### config.mk
export PLATFORM = sky130hd
export DESIGN_NAME = front_dispatch_buffer
export DESIGN_NICKNAME = d
export VERILOG_FILES = /design/src/rtl/front_dispatch_buffer.sv
export SDC_FILE = /design/constraint.sdc
export NUM_CORES = 1
export LEC_CHECK = 0
export CORE_MARGIN = 3
export CORE_UTILIZATION = 35
export DETAILED_ROUTE_END_ITERATION = 7
export HOLD_SLACK_MARGIN = 0.12
export SLEW_MARGIN = 20
export SYNTH_ARGS = -nofsm -noshare
export SYNTH_HDL_FRONTEND = slang
export SYNTH_SLANG_ARGS = --single-unit
### constraint.sdc
create_clock -name clk -period 6.35 [get_ports clk]
set_input_delay 1.27 -clock clk [delete_from_list [all_inputs] [get_ports clk]]
set_output_delay 1.27 -clock clk [all_outputs]
set_load 0.03 [all_outputs]
### src/rtl/front_dispatch_buffer.sv
// Group FIFO between rename and backend dispatch. Holds whole dispatch groups.
// Each lane of a group is given an execution unit, round-robin, when the group is written.
module front_dispatch_buffer #(
   parameter int NUM_PARALLEL_INSTR_DISPATCHES = 4,
   parameter int NUM_EXEC_UNITS                = 4,
   parameter int GROUP_FIFO_DEPTH              = 4,
   parameter int ENTRY_WIDTH                   = 32,
   localparam int N                   = NUM_PARALLEL_INSTR_DISPATCHES,
   localparam int LOG2_NUM_EXEC_UNITS = $clog2(NUM_EXEC_UNITS),
   localparam int PTR_W               = $clog2(GROUP_FIFO_DEPTH),
   localparam int OCC_W               = $clog2(GROUP_FIFO_DEPTH + 1)
) (
   input  logic                                    clk,
   input  logic                                    reset,
   input  logic                                    flush_i,
   input  logic [N-1:0][ENTRY_WIDTH-1:0]           instr_i,
   input  logic [N-1:0]                            instr_valid_i,
   output logic                                    instr_ready_o,
   output logic [N-1:0][ENTRY_WIDTH-1:0]           instr_dispatch_o,
   output logic [N-1:0]                            instr_dispatch_valid_o,
   output logic [N-1:0][LOG2_NUM_EXEC_UNITS-1:0]   dispatched_instr_alloc_euidx_o,
   input  logic                                    instr_dispatch_ready_i,
   output logic [OCC_W-1:0]                        occupancy_o
);

   localparam logic [OCC_W-1:0]               OCC_FULL = OCC_W'(GROUP_FIFO_DEPTH);
   localparam logic [OCC_W-1:0]               OCC_ONE  = OCC_W'(1);
   localparam logic [PTR_W-1:0]               PTR_ONE  = PTR_W'(1);
   localparam logic [LOG2_NUM_EXEC_UNITS-1:0] EU_ONE   = LOG2_NUM_EXEC_UNITS'(1);

   logic [N-1:0][ENTRY_WIDTH-1:0]         mem_instr [GROUP_FIFO_DEPTH];
   logic [N-1:0]                          mem_valid [GROUP_FIFO_DEPTH];
   logic [N-1:0][LOG2_NUM_EXEC_UNITS-1:0] mem_euidx [GROUP_FIFO_DEPTH];

   logic [PTR_W-1:0]                      rd_ptr;
   logic [PTR_W-1:0]                      wr_ptr;
   logic [OCC_W-1:0]                      occ;
   logic [LOG2_NUM_EXEC_UNITS-1:0]        rr_ptr;
   logic [LOG2_NUM_EXEC_UNITS-1:0]        rr_next;
   logic [LOG2_NUM_EXEC_UNITS-1:0]        valid_cnt;
   logic [N-1:0][LOG2_NUM_EXEC_UNITS-1:0] alloc_euidx;
   logic                                  push;
   logic                                  pop;
   logic                                  empty;

   assign empty         = (occ == '0);
   assign instr_ready_o = (occ != OCC_FULL);
   assign occupancy_o   = occ;
   assign push          = instr_ready_o & (|instr_valid_i) & ~flush_i;
   assign pop           = ~empty & instr_dispatch_ready_i & ~flush_i;

   // Lane k takes rr_ptr plus the number of valid lanes below it; EU count is a power of two so wrap is free.
   always_comb begin
      valid_cnt   = '0;
      alloc_euidx = '0;
      for (int k = 0; k < N; k++) begin
         if (instr_valid_i[k]) begin
            alloc_euidx[k] = rr_ptr + valid_cnt;
            valid_cnt      = valid_cnt + EU_ONE;
         end
      end
      rr_next = rr_ptr + valid_cnt;
   end

   always_ff @(posedge clk) begin
      if (reset) begin
         rd_ptr <= '0;
         wr_ptr <= '0;
         occ    <= '0;
         rr_ptr <= '0;
      end else if (flush_i) begin
         rd_ptr <= '0;
         wr_ptr <= '0;
         occ    <= '0;
      end else begin
         if (push) begin
            wr_ptr <= wr_ptr + PTR_ONE;
            rr_ptr <= rr_next;
         end
         if (pop)
            rd_ptr <= rd_ptr + PTR_ONE;
         case ({push, pop})
            2'b10:   occ <= occ + OCC_ONE;
            2'b01:   occ <= occ - OCC_ONE;
            default: occ <= occ;
         endcase
      end
   end

   // Storage needs no reset: nothing is presented unless occupancy says the slot is live.
   always_ff @(posedge clk) begin
      if (!reset && push) begin
         mem_instr[wr_ptr] <= instr_i;
         mem_valid[wr_ptr] <= instr_valid_i;
         mem_euidx[wr_ptr] <= alloc_euidx;
      end
   end

   always_comb begin
      instr_dispatch_o               = '0;
      instr_dispatch_valid_o         = '0;
      dispatched_instr_alloc_euidx_o = '0;
      if (!empty) begin
         instr_dispatch_o               = mem_instr[rd_ptr];
         instr_dispatch_valid_o         = mem_valid[rd_ptr];
         dispatched_instr_alloc_euidx_o = mem_euidx[rd_ptr];
      end
   end

endmodule

# Yosys cells after proc, flatten, opt, wreduce, memory -nomap -nowiden
# Memories as Yosys holds them, arrays and structs flattened. A register that Yosys moved wholly into a read port is not among the register bits.
# Index checks and enable logic that the tools add are counted.
# totals
register_bits	9
latch_bits	0
ramBits	560
romBits	0
out_inout_bits	144
word_cells	54
memories	3
# memory_table
name	words	width	rd	rd_clocked_by_memory_dff	write_ports	line_no	text
mem_instr	4	128	1	1	1	31	logic [N-1:0][ENTRY_WIDTH-1:0] mem_instr [GROUP_FIFO_DEPTH];
mem_euidx	4	8	1	1	1	33	logic [N-1:0][LOG2_NUM_EXEC_UNITS-1:0] mem_euidx [GROUP_FIFO_DEPTH];
mem_valid	4	4	1	1	1	32	logic [N-1:0] mem_valid [GROUP_FIFO_DEPTH];
# classes
addsub	11
n_mul	0
div_mod_pow	0
n_lt_le_gt_ge	0
n_eq_ne	3
shift	0
n_mux	20
bitwise	6
n_reduce_logical	7
# ops
op	n
128-bit two-way mux	1
2-bit two-way mux	13
2-bit by 1-bit adder with 2-bit output, second input constant	5
2-bit adder	4
8-bit two-way mux	1
3-bit one-hot mux with 2 select lines	1
1-bit AND	4
4-bit two-way mux	1
4-bit OR reduction	1
3-bit by 1-bit adder with 3-bit output, second input constant	1
3-bit zero test	1
1-bit two-way mux	3
3-bit inequality test, second input constant	1
3-bit by 1-bit subtractor with 3-bit output, second input constant	1
2-bit by 1-bit equality test with 1-bit output, second input constant	1
2-bit equality test, second input constant	1
1-bit NOT	2
2-bit AND reduction	1
2-bit nonzero test	1
2-bit OR reduction	1
1-bit logical AND	1
1-bit zero test	1

# Longest topological paths before layout
# logic_depth
depth_word	8
mapped_depth	11
mapped_depth_nobuf	9

# Worst setup path before layout
# Ideal clock, no wire load.
# synth_path
path_kind	in2reg
from	input port instr_valid_i[0]
to	memory mem_euidx[0][0] (netlist name), enable pin
setup_time_ns	0.517
arrival_time_ns	5.382
required_time_ns	5.833
slack_ns	0.451
cell_stages	6
cell_sequence	inv_1 > ha_1 > a221o_1 > clkbuf_8 > nor2_1 > and2_1
# synth_between
elab_chain_len	6
# synth_lines
item	line_no	text
start, declared	17	input logic [N-1:0] instr_valid_i,
4-bit OR reduction	49	assign push = instr_ready_o & (|instr_valid_i) & ~flush_i;
1-bit AND (2 in series)	49	
1-bit logical AND	92	if (!reset && push) begin
1-bit two-way mux	92	
1-bit two-way mux (implied by the code)	95	mem_euidx[wr_ptr] <= alloc_euidx;
end, declared	33	
# No other way between the ends.

==> metrics.txt <==
# TYPE chip_impl_metric gauge
chip_impl_metric{name="post-route-cell-area",unit="mm2"} 0.0277
chip_impl_info{name="synth_commonest_cells",value="edfxtp_1 (560), and2_1 (148), mux4_2 (140), clkbuf_1 (23), nor2_1 (17)"} 1
chip_impl_metric{name="share_of_async_settable_or_async_resettable_flops_after_synthesis",unit=""} 0
chip_impl_info{name="cp-start-kind",value="flip-flop"} 1
chip_impl_metric{name="antenna_found_initial",unit=""} 8
chip_impl_metric{name="postCtsHoldBufs",unit=""} 0
chip_impl_metric{name="grt_pass1_wl",unit="mm"} 70.5
chip_impl_metric{name="final-max-slew-violation-count",unit=""} 0
chip_impl_info{name="cts.root.buffer_cell",value="clkbuf_16"} 1
chip_impl_metric{name="drt-initial-drc-count",unit=""} 654
chip_impl_metric{name="yosys_register_bits",unit=""} 571
chip_impl_info{name="tritoncts",value="done"} 1
chip_impl_metric{name="num_vias",unit=""} 10400
chip_impl_metric{name="maxSlewHeadroom",unit=""} 0.314
chip_impl_metric{name="gr-usage-all-layers",unit=""} 0.141
chip_impl_metric{name="synthDistinctLibCells",unit=""} 32
chip_impl_metric{name="place_hpwl",unit="mm"} 25.9
chip_impl_metric{name="drive_gt1_frac",unit=""} 0.191
chip_impl_metric{name="post-route-period-util",unit=""} 0.735
chip_impl_metric{name="die_height",unit="um"} 256
chip_impl_metric{name="cp.required",unit="ns"} 5.08
chip_impl_metric{name="p_leak",unit="nW"} 8.65
chip_impl_metric{name="place_congestion",unit=""} 0.687
chip_impl_metric{name="design.portCount",unit=""} 280
chip_impl_metric{name="maximum_number_of_pins_on_one_net_before_global_route_repair",unit=""} 141
chip_impl_metric{name="max_clock_freq",unit="GHz"} 0.214
chip_impl_info{name="synth.most_common_cell",value="edfxtp_1"} 1
chip_impl_metric{name="postCtsSetupBuffers",unit=""} 0
chip_impl_info{name="synthFlopType",value="edfxtp_1"} 1
chip_impl_metric{name="synth.top_cell.area_share",unit=""} 0.767
chip_impl_info{name="cp-end-kind",value="output port"} 1
chip_impl_metric{name="initial_core_util",unit=""} 0.355
chip_impl_metric{name="layout_utilization",unit=""} 0.448
chip_impl_metric{name="worst_clock_skew",unit="ns"} 0.0145
chip_impl_metric{name="finalCriticalPeriod",unit="ns"} 4.67
chip_impl_metric{name="max_cap_viol_count",unit=""} 0
chip_impl_metric{name="floorplan.rows",unit=""} 91
chip_impl_metric{name="floorplan.die_area",unit="mm2"} 0.0657
chip_impl_info{name="run_status",value="finished, final reports clean"} 1
chip_impl_metric{name="power_density",unit="mW/mm2"} 300
chip_impl_metric{name="cts-resized-gates",unit=""} 0
chip_impl_metric{name="firstDrtPassIters",unit=""} 5
chip_impl_metric{name="layout-area-overhead-vs-synth",unit="%"} 26.3
chip_impl_metric{name="sequential_fraction_of_the_synthesis_area",unit=""} 0.777
chip_impl_metric{name="core_region_area",unit="mm2"} 0.0618
chip_impl_metric{name="syn_nets",unit=""} 1133
chip_impl_metric{name="worst_setup_hold_path_clk_slew",unit="ns"} 0.06
chip_impl_metric{name="antenna_violating_nets_post_route",unit=""} 0
chip_impl_metric{name="cts.sink_count",unit=""} 571
chip_impl_metric{name="post-route-drc-count",unit=""} 0
chip_impl_metric{name="yosysWarnings",unit=""} 0
chip_impl_metric{name="syn-mean-instance-area",unit="um2"} 22.3
chip_impl_metric{name="htreeDepth",unit=""} 2
chip_impl_metric{name="grt_pass1_vias",unit=""} 11400
chip_impl_metric{name="final_hold_vios",unit=""} 0
chip_impl_metric{name="vias_per_cell",unit=""} 4.77
chip_impl_metric{name="post_synth_inst_count",unit=""} 985
chip_impl_metric{name="clock_insertion_delay_worst_skew",unit="ns"} 0.61
chip_impl_metric{name="placed_cell_area",unit="mm2"} 0.0257
chip_impl_metric{name="max-clock-path-buffers",unit=""} 3
chip_impl_metric{name="routedWlPerCell",unit="um"} 21.3
chip_impl_metric{name="timing.critical_path.arrival",unit="ns"} 3.40
chip_impl_info{name="min_path_type",value="reg -> reg"} 1
chip_impl_metric{name="number_of_buffer_cells_added_on_primary_ports",unit=""} 279
chip_impl_metric{name="synth.cell_area",unit="mm2"} 0.0219
chip_impl_info{name="synth_area_leader_cell",value="edfxtp_1"} 1
chip_impl_info{name="worst-setup-path-type",value="reg -> out"} 1
chip_impl_metric{name="die_extent_in_x",unit="um"} 256
chip_impl_metric{name="max_slew.worst_pin.slew",unit="ns"} 1.03
chip_impl_metric{name="grt_overflow",unit=""} 0
chip_impl_info{name="grt_setup_unrepaired",value="false"} 1
chip_impl_info{name="synthTopCellsByArea",value="edfxtp_1 (77%), mux4_2 (14%), and2_1 (4.2%)"} 1
chip_impl_metric{name="timing.setup.tns",unit="ns"} 0
chip_impl_metric{name="synth_edf_count",unit=""} 560
chip_impl_metric{name="clock_buffers_created_by_tritoncts",unit=""} 60
chip_impl_metric{name="finalWirelength",unit="mm"} 46.4
chip_impl_metric{name="crit_path_max_fanout",unit=""} 60
chip_impl_metric{name="max-vdd-ir-drop",unit="mV"} 0.194
chip_impl_metric{name="num-nets-final",unit=""} 1433
chip_impl_metric{name="setup_viol",unit=""} 0
-- path summary, 6_finish.rpt --
check	startpoint	to	slack [ns]	cells past startpoint
hold reg to reg	rd_ptr[1]	rd_ptr[1]	0.55	2
setup reg to reg	occupancy_o[0]	mem_instr[3][98]	3.71	5
setup / recovery	flip-flop	instr_dispatch_o[20]	1.68	4
hold / removal	rd_ptr[1]	rd_ptr[1]	0.55	2
-- cell families (layout without fill, tap and decap cells) --
kind of cell | Yosys count | count (layout) | share of synthesized area
xor gates and xnor gates | 12 | 12 | 0.00479
muxes | 145 | 145 | 0.146
AOI/OAI and AO/OA | 7 | 7 | 0.00200
other | 0 | 4 | 0
DFF | 571 | 571 | 0.777
buffers and inverters | 61 | 409 | 0.0142
and+or+nand+nor | 177 | 177 | 0.0486
adders and majority gates | 12 | 12 | 0.00719
-- metrics by stage --
step,worst slack [ns],power (mW),hold slack (ns),cells
floorplan,0.451,4.61,0.485,985
global placement,2.00,4.87,0.506,2060
detailed placement,1.94,4.89,0.523,2060
CTS,1.48,8.44,0.555,2170
global route,1.37,8.62,0.570,2171
finish,1.68,8.33,0.547,2174
-- metal layers --
layer	share of wire	up-vias	wire [um]	GRT usage
met3	0.062	68	2860	0.0387
met4	0.017	4	765	0.0328
li1	-	4593	-	-
met5	0.00058	-	27	0
met2	0.48	279	22000	0.226
met1	0.45	5425	20700	0.192
-- placed cells by master, fill, tap and decap left out, types with 6 or more instances in the layout --
cell type / count
dfxtp_1: 9
mux4_2: 140
nor2_1: 17
bufinv_16: 9
clkinv_2: 11
inv_1: 9
and2_1: 144
clkbuf_16: 61
ha_1: 11
edfxtp_1: 560
clkbuf_1: 7
clkdlybuf4s50_1: 279
clkinv_1: 13
buf_12: 8
xor2_1: 6
xnor2_1: 6
-- registers in the layout, summed over array words and instances (netlist names), named ones only --
signal       count
mem_instr      512
mem_euidx       32
mem_valid       16
occupancy_o      3
rd_ptr           2
rr_ptr           2
wr_ptr           2
-- critical path, cell delays in order, from the launching register on --
cell,delay (ns)
dfxtp_4,0.87
buf_12,0.51
mux4_2,0.58
and2_1,0.19
clkdlybuf4s50_1,0.60
-- power breakdown --
group	leakage [nW]	switching (mW)	total, mW	internal [mW]
Sequential	5.18	0.0211	4.24	4.22
Clock	0.977	1.41	3.53	2.12
Combinational	2.49	0.298	0.558	0.260
Total	8.65	1.73	8.33	6.59
-- final cells by class --
cell class / count / area, um2
Clock inverter: 42 / 449
Clock buffer: 68 / 1550
Tap cell: 837 / 1050
Sequential cell: 571 / 17000
Multi-Input combinational cell: 353 / 4600
Inverter: 9 / 33.8
Timing Repair Buffer: 290 / 2980
Antenna cell: 4 / 10.0
Fill cell: 5315 / 34100
No activity file was read; power rests on OpenSTA's default activity.
